File: config.mk
export PLATFORM = sky130hd
export DESIGN_NAME = div_sequencer
export DESIGN_NICKNAME = d
export VERILOG_FILES = /design/src/rtl/div_sequencer_pkg.sv /design/src/rtl/div_sequencer_div_step.sv /design/src/rtl/div_sequencer.sv
export SDC_FILE = /design/constraint.sdc
export NUM_CORES = 1
export LEC_CHECK = 0
export BUFFER_PORTS_ARGS = -buffer_cell sky130_fd_sc_hd__buf_4
export CORE_UTILIZATION = 40
export CTS_CLUSTER_DIAMETER = 200
export DETAILED_ROUTE_END_ITERATION = 7
export GPL_TIMING_DRIVEN = 0
export MAX_ROUTING_LAYER = met4
export PLACE_DENSITY_LB_ADDON = 0.15
export RECOVER_POWER = 50
export SLEW_MARGIN = 20
export SYNTH_ARGS = -nofsm -noshare
export SYNTH_HDL_FRONTEND = slang
export SYNTH_SLANG_ARGS = --single-unit
File: constraint.sdc
create_clock -name clock -period 4.73 [get_ports clock]
set_input_delay 0 -clock clock [delete_from_list [all_inputs] [get_ports clock]]
set_output_delay 0 -clock clock [all_outputs]
set_load 0.05 [all_outputs]
File: src/rtl/div_sequencer_pkg.sv
// Shared divider definitions: default operand width and the sequencer state encoding.
package div_sequencer_pkg;

  localparam int unsigned DIV_WIDTH = 32;

  typedef enum logic [2:0] {
    DIVSEQ_IDLE    = 3'd0,
    DIVSEQ_PREPARE = 3'd1,
    DIVSEQ_ITERATE = 3'd2,
    DIVSEQ_FIXUP   = 3'd3,
    DIVSEQ_DONE    = 3'd4
  } divseq_state_t;

endpackage

File: src/rtl/div_sequencer_div_step.sv
// One combinational restoring-division step retiring RADIX_BITS quotient bits.
module div_step
  import div_sequencer_pkg::*;
#(
  parameter int unsigned WIDTH      = DIV_WIDTH,
  parameter int unsigned RADIX_BITS = 1
) (
  input  logic [WIDTH:0]   rem_in,
  input  logic [WIDTH-1:0] quo_in,
  input  logic [WIDTH-1:0] divisor,
  output logic [WIDTH:0]   rem_out,
  output logic [WIDTH-1:0] quo_out
);

  logic [WIDTH:0]   r_c;
  logic [WIDTH-1:0] q_c;

  // Dividend bits shift out of the top of quo as quotient bits shift in at the bottom.
  always_comb begin
    r_c = rem_in;
    q_c = quo_in;
    for (int i = 0; i < int'(RADIX_BITS); i++) begin
      r_c = {r_c[WIDTH-1:0], q_c[WIDTH-1]};
      q_c = {q_c[WIDTH-2:0], 1'b0};
      if (r_c >= {1'b0, divisor}) begin
        r_c    = r_c - {1'b0, divisor};
        q_c[0] = 1'b1;
      end
    end
    rem_out = r_c;
    quo_out = q_c;
  end

endmodule

File: src/rtl/div_sequencer.sv
// Iterative signed/unsigned divider with start/result handshake.
// Optional DIV_EARLY_OUT_EN: skip iteration when |denom| > |numer|.
module div_sequencer
  import div_sequencer_pkg::*;
#(
  parameter int unsigned WIDTH      = DIV_WIDTH,
  parameter int unsigned RADIX_BITS = 1
) (
  input  logic             clock,
  input  logic             reset_n,
  input  logic             start_valid,
  output logic             start_ready,
  input  logic             is_signed,
  input  logic [WIDTH-1:0] numer,
  input  logic [WIDTH-1:0] denom,
  input  logic             flush,
  output logic             result_valid,
  input  logic             result_ready,
  output logic [WIDTH-1:0] quotient,
  output logic [WIDTH-1:0] remainder,
  output logic             divide_by_zero
);

  localparam int unsigned STEPS = WIDTH / RADIX_BITS;
  localparam int unsigned CNT_W = $clog2(STEPS + 1);

  divseq_state_t    state_q, state_d;
  logic [WIDTH:0]   rem_q, rem_d;
  logic [WIDTH-1:0] quo_q, quo_d;
  logic [WIDTH-1:0] div_q, div_d;
  logic [CNT_W-1:0] cnt_q, cnt_d;
  logic             sgn_q, sgn_d;
  logic             neg_n_q, neg_n_d;
  logic             neg_diff_q, neg_diff_d;
  logic             dz_q, dz_d;
  logic             early_q, early_d;
  logic [WIDTH-1:0] quotient_q, quotient_d;
  logic [WIDTH-1:0] remainder_q, remainder_d;
  logic             dz_out_q, dz_out_d;
  logic             valid_q, valid_d;
  logic             ready_q, ready_d;

  logic [WIDTH:0]   step_rem_c;
  logic [WIDTH-1:0] step_quo_c;
  logic [WIDTH-1:0] abs_n_c;
  logic [WIDTH-1:0] abs_d_c;

  // quo_q/div_q still hold the raw operands while in Prepare
  assign abs_n_c = (sgn_q && neg_n_q)      ? -quo_q : quo_q;
  assign abs_d_c = (sgn_q && div_q[WIDTH-1]) ? -div_q : div_q;

  div_step #(
    .WIDTH      (WIDTH),
    .RADIX_BITS (RADIX_BITS)
  ) u_div_step (
    .rem_in  (rem_q),
    .quo_in  (quo_q),
    .divisor (div_q),
    .rem_out (step_rem_c),
    .quo_out (step_quo_c)
  );

  always_ff @(posedge clock or negedge reset_n) begin
    if (!reset_n) begin
      state_q     <= DIVSEQ_IDLE;
      rem_q       <= '0;
      quo_q       <= '0;
      div_q       <= '0;
      cnt_q       <= '0;
      sgn_q       <= 1'b0;
      neg_n_q     <= 1'b0;
      neg_diff_q  <= 1'b0;
      dz_q        <= 1'b0;
      early_q     <= 1'b0;
      quotient_q  <= '0;
      remainder_q <= '0;
      dz_out_q    <= 1'b0;
      valid_q     <= 1'b0;
      ready_q     <= 1'b1;
    end else begin
      state_q     <= state_d;
      rem_q       <= rem_d;
      quo_q       <= quo_d;
      div_q       <= div_d;
      cnt_q       <= cnt_d;
      sgn_q       <= sgn_d;
      neg_n_q     <= neg_n_d;
      neg_diff_q  <= neg_diff_d;
      dz_q        <= dz_d;
      early_q     <= early_d;
      quotient_q  <= quotient_d;
      remainder_q <= remainder_d;
      dz_out_q    <= dz_out_d;
      valid_q     <= valid_d;
      ready_q     <= ready_d;
    end
  end

  always_comb begin
    state_d     = state_q;
    rem_d       = rem_q;
    quo_d       = quo_q;
    div_d       = div_q;
    cnt_d       = cnt_q;
    sgn_d       = sgn_q;
    neg_n_d     = neg_n_q;
    neg_diff_d  = neg_diff_q;
    dz_d        = dz_q;
    early_d     = early_q;
    quotient_d  = quotient_q;
    remainder_d = remainder_q;
    dz_out_d    = dz_out_q;
    valid_d     = valid_q;

    unique case (state_q)
      DIVSEQ_IDLE: begin
        if (start_valid) begin
          quo_d      = numer;
          div_d      = denom;
          sgn_d      = is_signed;
          neg_n_d    = numer[WIDTH-1];
          neg_diff_d = numer[WIDTH-1] ^ denom[WIDTH-1];
          state_d    = DIVSEQ_PREPARE;
        end
      end

      DIVSEQ_PREPARE: begin
        cnt_d   = CNT_W'(STEPS);
        rem_d   = '0;
        early_d = 1'b0;
        if (div_q == '0) begin
          // quo_q keeps the raw dividend for the remainder output
          dz_d    = 1'b1;
          state_d = DIVSEQ_FIXUP;
        end else begin
          dz_d    = 1'b0;
          quo_d   = abs_n_c;
          div_d   = abs_d_c;
          state_d = DIVSEQ_ITERATE;
`ifdef DIV_EARLY_OUT_EN
          // Result already known; spend a single idle Iterate cycle, no step applied.
          if (abs_d_c > abs_n_c) begin
            early_d = 1'b1;
            cnt_d   = CNT_W'(1);
            rem_d   = {1'b0, abs_n_c};
            quo_d   = '0;
          end
`endif
        end
      end

      DIVSEQ_ITERATE: begin
        if (!early_q) begin
          rem_d = step_rem_c;
          quo_d = step_quo_c;
        end
        cnt_d = cnt_q - CNT_W'(1);
        if (cnt_q == CNT_W'(1)) begin
          state_d = DIVSEQ_FIXUP;
        end
      end

      DIVSEQ_FIXUP: begin
        if (dz_q) begin
          quotient_d  = '1;
          remainder_d = quo_q;
        end else begin
          quotient_d  = (sgn_q && neg_diff_q) ? -quo_q : quo_q;
          remainder_d = (sgn_q && neg_n_q) ? -rem_q[WIDTH-1:0] : rem_q[WIDTH-1:0];
        end
        dz_out_d = dz_q;
        valid_d  = 1'b1;
        state_d  = DIVSEQ_DONE;
      end

      DIVSEQ_DONE: begin
        if (result_ready) begin
          valid_d = 1'b0;
          state_d = DIVSEQ_IDLE;
        end
      end

      default: begin
        valid_d = 1'b0;
        state_d = DIVSEQ_IDLE;
      end
    endcase

    if (flush) begin
      valid_d = 1'b0;
      state_d = DIVSEQ_IDLE;
    end

    ready_d = (state_d == DIVSEQ_IDLE);
  end

  assign start_ready    = ready_q;
  assign result_valid   = valid_q;
  assign quotient       = quotient_q;
  assign remainder      = remainder_q;
  assign divide_by_zero = dz_out_q;

endmodule

======== Word level (Yosys, flattened, before mapping) ========
Cells that the tools add are included.
Widths: inputs -> output; s select.
storage, ports and cells
  memories kept ........................... 0
  output and inout bits ................... 67
  logic and storage cells ................. 72
  memory bits (read-only) ................. 0
  register bits after elaboration ......... 176
  latch bits .............................. 0
  memory bits (writable) .................. 0
operators by class
  $add $sub $neg .......................... 5
  eq/ne operators ......................... 11
  shifts and indexed selects .............. 0
  muxes and demuxes ....................... 26
  bitwise operators ....................... 1
  multiply operators ...................... 0
  $lt $le $gt $ge ......................... 1
  div/mod/pow operators ................... 0
  reduce and logical (&&, ||, !) cells .... 14
operators by type and width
  kind                 count
  $mux 32              11
  $pmux 32 s2          2
  $neg 32->32          3
  $pmux 32 s3          1
  $ge 33x32->1         1
  $logic_not 32->1     1
  $sub 32x32->32       1
  $pmux 3 s5           1
  $mux 3               4
  $pmux 6 s2           1
  $ne 2x2->1 const B   4
  $reduce_and 4->1     2
  $eq 3x2->1 const B   2
  $eq 6x1->1 const B   1
  $logic_not 3->1      2
  $sub 6x1->6 const B  1
  $mux 1               5
  $reduce_and 2->1     2
  $reduce_bool 2->1    2
  $eq 3x1->1 const B   1
  $eq 3x3->1 const B   1
  $logic_and 1x1->1    3
  $ne 3x3->1 const B   1
  $pmux 1 s3           1
  4 further kinds      4

======== Depth between registers and ports, before layout ========
  depth in word-level cells ............... 5
  depth in mapped cells ................... 14
  depth with buffers taken out ............ 13

======== Cells and area by module ========
Synthesis repeated with hierarchy kept, for this count alone.
unflattened totals
  cells, all modules ...................... 1,467
  area, all modules ....................... 12,513.3 µm²
by module, submodules not included
  module         seq. area each (µm²)  cells each  area an instance (µm²)  instances
  div_sequencer  4,430.5               1,100       9,824.4                 1
  div_step       0.0                   367         2,688.8                 1

======== Least setup slack after synthesis ========
OpenSTA, ideal clock, no wires.
  path type ............................... register to register
  start point ............................. register rem_q[5]
  end point ............................... register rem_q[0]
  path slack .............................. 1,895 ps
  period minus slack after synthesis ...... 2,835 ps
  arrival time ............................ 2,714 ps
  library setup time ...................... 121 ps
  cell stages (with the launch flop) ...... 14
  cell sequence ........................... dfrtp_1 ha_1 clkbuf_1 a211oi_1 nor3_1 nor3b_2 a311o_1 o211ai_2 a221o_1 buf_2 buf_4 nor2_1 a21oi_1 a22o_1
on the way
  longest elaborated chain between the ends .. 3
ends and longest elaborated chain
  item                    RTL line                      source
  start, declared         div_sequencer.sv:28           logic [WIDTH:0] rem_q, rem_d;
  start signal, assigned  div_sequencer.sv:82           rem_q <= rem_d;
  $ge 33x32->1            div_sequencer_div_step.sv:25  if (r_c >= {1'b0, divisor}) begin
  $mux 32                 div_sequencer_div_step.sv:25
  $pmux 32 s2             div_sequencer.sv:115          unique case (state_q)
No other way between the ends.
A chain may end at the register's enable or synchronous reset.

======== Final worst setup path ========
  start point ............................. register quo_q[0]
  end point ............................... register quo_q[30]
on the way
  longest elaborated chain between the ends .. 4
ends and longest elaborated chain
  item                    RTL line              source
  start, declared         div_sequencer.sv:29   logic [WIDTH-1:0] quo_q, quo_d;
  start signal, assigned  div_sequencer.sv:83   quo_q <= quo_d;
  $neg 32->32             div_sequencer.sv:49   assign abs_n_c = (sgn_q && neg_n_q) ? -quo_q : quo_q;
  $mux 32                 div_sequencer.sv:49
  $mux 32                 div_sequencer.sv:131  if (div_q == '0) begin
  $pmux 32 s3             div_sequencer.sv:115
No other way between the ends. The select of a mux whose other input is x is not followed.

==> metrics.md <==
| Metric | Value |
|---|---|
| Setup TNS | `0 ps` |
| Min Tclk post-route | `3470 ps` |
| Post-synthesis cell count | `1461` |
| Worst-margin pin slew | `2380 ps` |
| Die width | `174 um` |
| Clock sinks | `176` |
| Area share of the largest cell type after synthesis | `36.9%` |
| Die Ht | `174 um` |
| Clk_lat worst skew | `460 ps` |
| R2R depth | `12` |
| Routed WL | `39700 um` |
| Ports | `137` |
| Core area | `28900 sq um` |
| Max Freq | `288 MHz` |
| Pwr Density | `439 nW/um^2` |
| Via-to-Cell Ratio | `5.66` |
| Library cells used by synthesis | `82` |
| Global-route wire length before repair | `63200 um` |
| Arr. time, crit path | `3790 ps` |
| Worst Clk Skew | `17.8 ps` |
| Worst vdd ir | `224 uV` |
| Crit path required time | `5050 ps` |
| Post-Syn Area | `11900 sq um` |
| Final setup viols | `0` |
| CP Cell Sequence | `inv_1 > ha_1 > nor3b_1 > nand2_1 > nor3_2 > and2_0 > buf_4 > nand2_2 > nor4_4 > nor3_1 > a221oi_1 > o22ai_1` |
| Worst hold path class | `in -> reg` |
| Nets | `1795` |
| Main synth FF type | `dfrtp_1` |
| Max Slew Vio Count | `95` |
| Area taken by flip-flops and latches | `4410 sq um` |
| Syn avg cell area | `8.12 sq um` |
| Top-count cell post-synth | `dfrtp_1` |
| Crit. End Element | `flop` |
| Share of layout cells above drive strength 1 | `9.82%` |
| Rel. slew slack | `-58.4%` |
| Starting DRT DRC Count | `1023` |
| Maxcap violations | `1` |
| Synth area leaders | `dfrtp_1 37%, o21ai_0 6.8%, a21oi_1 5.5%` |
| Global route overflow | `0` |
| PortBufs | `136` |
| Seq/Total Area, Yosys | `37.1%` |
| Via count | `11800` |
| Post-synth EDFFs | `0` |
| Total power | `6340 uW` |
| Synthesis warning total | `0` |
| Die ar. | `30400 sq um` |
| Total track usage | `27.3%` |
| Vias in the first global route | `11400` |
| Status | `finished, violations left` |
| Critical-path maximum fanout | `6` |
| CP max-delay cell | `nor3b_1` |
| Top post-synthesis cells by count | `175 x dfrtp_1, 167 x nand2_1, 161 x o21ai_0` |
| Routed Antenna Nets | `0` |
| Multi-input logic area | `6760 sq um` |
| Fill cells | `2896` |
| DR DRC count | `0` |
| Final Hold Fails | `0` |
| Core Rows | `62` |
| Root Buffer Master | `clkbuf_16` |
| Type of origin of the critical path | `flop` |
| Final Cycle Share | `73.4%` |
| Antenna Diode Count | `0` |
| Crit path max-delay family | `simple AND/OR/NAND/NOR gates` |
| Async S/R FF share, synth | `100%` |
| H-tree levels | `4` |
| Failing checks | `capacitance limit, slew limit` |
| P_leak | `0.00603 uW` |
| Initial antenna violation count | `0` |
| Final HPWL DP | `29900 um` |
| Post-CTS Setup Bufs | `0` |
| Initial DRT Pass Iterations | `7` |
| Pin count of the biggest net entering global routing | `95` |
| FF-to-FF setup slack | `1260 ps` |
| Wire per inst | `19.0 um` |
| WP depth | `12` |
| Area leader, netlist | `dfrtp_1` |
| Crit path buffers/inverters | `2` |
| RSZ-0062 raised after global routing | `false` |
| Worst r2r src | `quo_q[0]` |
| Post-Syn Nets | `1569` |
| Num CTS Buffers | `17` |
| WS Path Type | `reg -> reg` |
| CTS tree | `yes` |
| Largest stage delay, worst path | `710 ps` |
| Final GP Congestion | `0.907` |
| Starting Density | `41.0%` |
| Critical R2R Capture | `quo_q[30]` |
| Area grow syn2layout | `21.6%` |
| Post-synthesis register bit count | `176` |
| End of the critical path | `quo_q[30]` |
| Crit path from | `quo_q[0]` |
| CTS clk-pin slew, worst paths | `80 ps` |
| CTS Buffer Depth | `2` |
-- cell families (layout without fill, tap and decap cells) --
kind of cell,count (synthesis),after routing,synth area share (%)
and+or+nand+nor,489,489,19.9
AOI/OAI and AO/OA,459,459,23.6
DFF,176,176,37.1
buffers and inverters,175,414,5.95
xor gates and xnor gates,107,107,7.90
adders and majority gates,38,38,4.07
muxes,17,17,1.47
-- through the flow --
| step | instance area (sq um) | worst slack, ps | cells | hold WS (ps) | util (%) |
|---|---|---|---|---|---|
| final | 14400 | 1260 | 2084 | 30.0 | 49.9 |
| after CTS | 14700 | 1280 | 2084 | 16.3 | 50.8 |
| after global placement | 13400 | 1180 | 1981 | 195 | 46.2 |
| after floorplan | 11900 | 1900 | 1461 | -296 | - |
| after global routing | 14400 | 1040 | 2084 | 51.6 | 49.9 |
| after detailed placement | 13400 | 1310 | 1983 | 38.7 | 46.4 |
-- power breakdown --
part	total (uW)	internal (uW)	leakage, uW	switching [uW]
Combinational	2750	863	0.00351	1890
Sequential	2130	1860	0.00223	271
Clock	1460	714	0.000289	742
Total	6340	3440	0.00603	2900
-- worst reg2reg max path: stages, from the launching register on --
cell and delay, ps:
dfrtp_1 470, inv_1 110, ha_1 220, nor3b_1 710, nand2_1 290, nor3_2 460, and2_0 190, buf_4 140
nand2_2 90, nor4_4 210, nor3_1 80, a221oi_1 250, o22ai_1 120
-- sequential cells by signal, summed over array words and instances, names as in the netlist, 3 cells and up --
name and count:
quotient 32, state_q 3, div_q 32, rem_q 32, cnt_q 6, quo_q 32, remainder 32
-- routing by layer --
layer  share of wire [%]  vias up  GRT usage [%]
met4                 2.4        0           9.10
met2                  47      461           43.6
li1                    -     5656              -
met3                 5.7       59           2.97
met5                   0        -              -
met1                  45     5621           36.1
-- how the worst min path moves through the flow --
stage | from | to | cells past startpoint
global route | start_valid | neg_diff_q | 3
CTS | start_valid | neg_diff_q | 3
detailed placement | reset_n | quotient[9] | 1
global placement | flush | result_valid | 2
floorplan | reset_n | cnt_q[0] | 0
finish | start_valid | neg_diff_q | 3
-- area by class of cell --
type,instances,area share (%)
sequential,176,30.5
clock buffer,18,2.97
inverter,55,1.43
multi-input combinational,1110,46.9
timing repair buffer,207,10.3
buffer,120,3.46
clock inverter,14,1.13
tap,384,3.33
-- placed cells by master (no fill, tap or decap), types with 9 or more instances in the layout --
cell,n
buf_4,75
or3_1,12
nand3_1,27
clkbuf_1,157
buf_2,17
nand2_1,167
mux2i_1,14
nand4_1,17
and3_1,10
nor4_1,10
inv_1,55
nor2_1,138
nor3_1,48
xor2_1,52
a22oi_1,9
a21oi_1,131
dlygate4sd3_1,69
clkbuf_16,17
xnor2_1,55
o22a_1,33
o22ai_1,20
a221oi_1,30
dfrtp_1,175
o21ai_0,161
ha_1,37
a31oi_1,13
-- what timing repair did --
item / CTS / global route
hold endpoints to repair: 154 / 0
hold buffers: 69 / 0
gates resized for setup: 0 / 0
endpoints found under the setup margin: 0 / 0
Note: power is estimated with default switching activity, not from simulation.
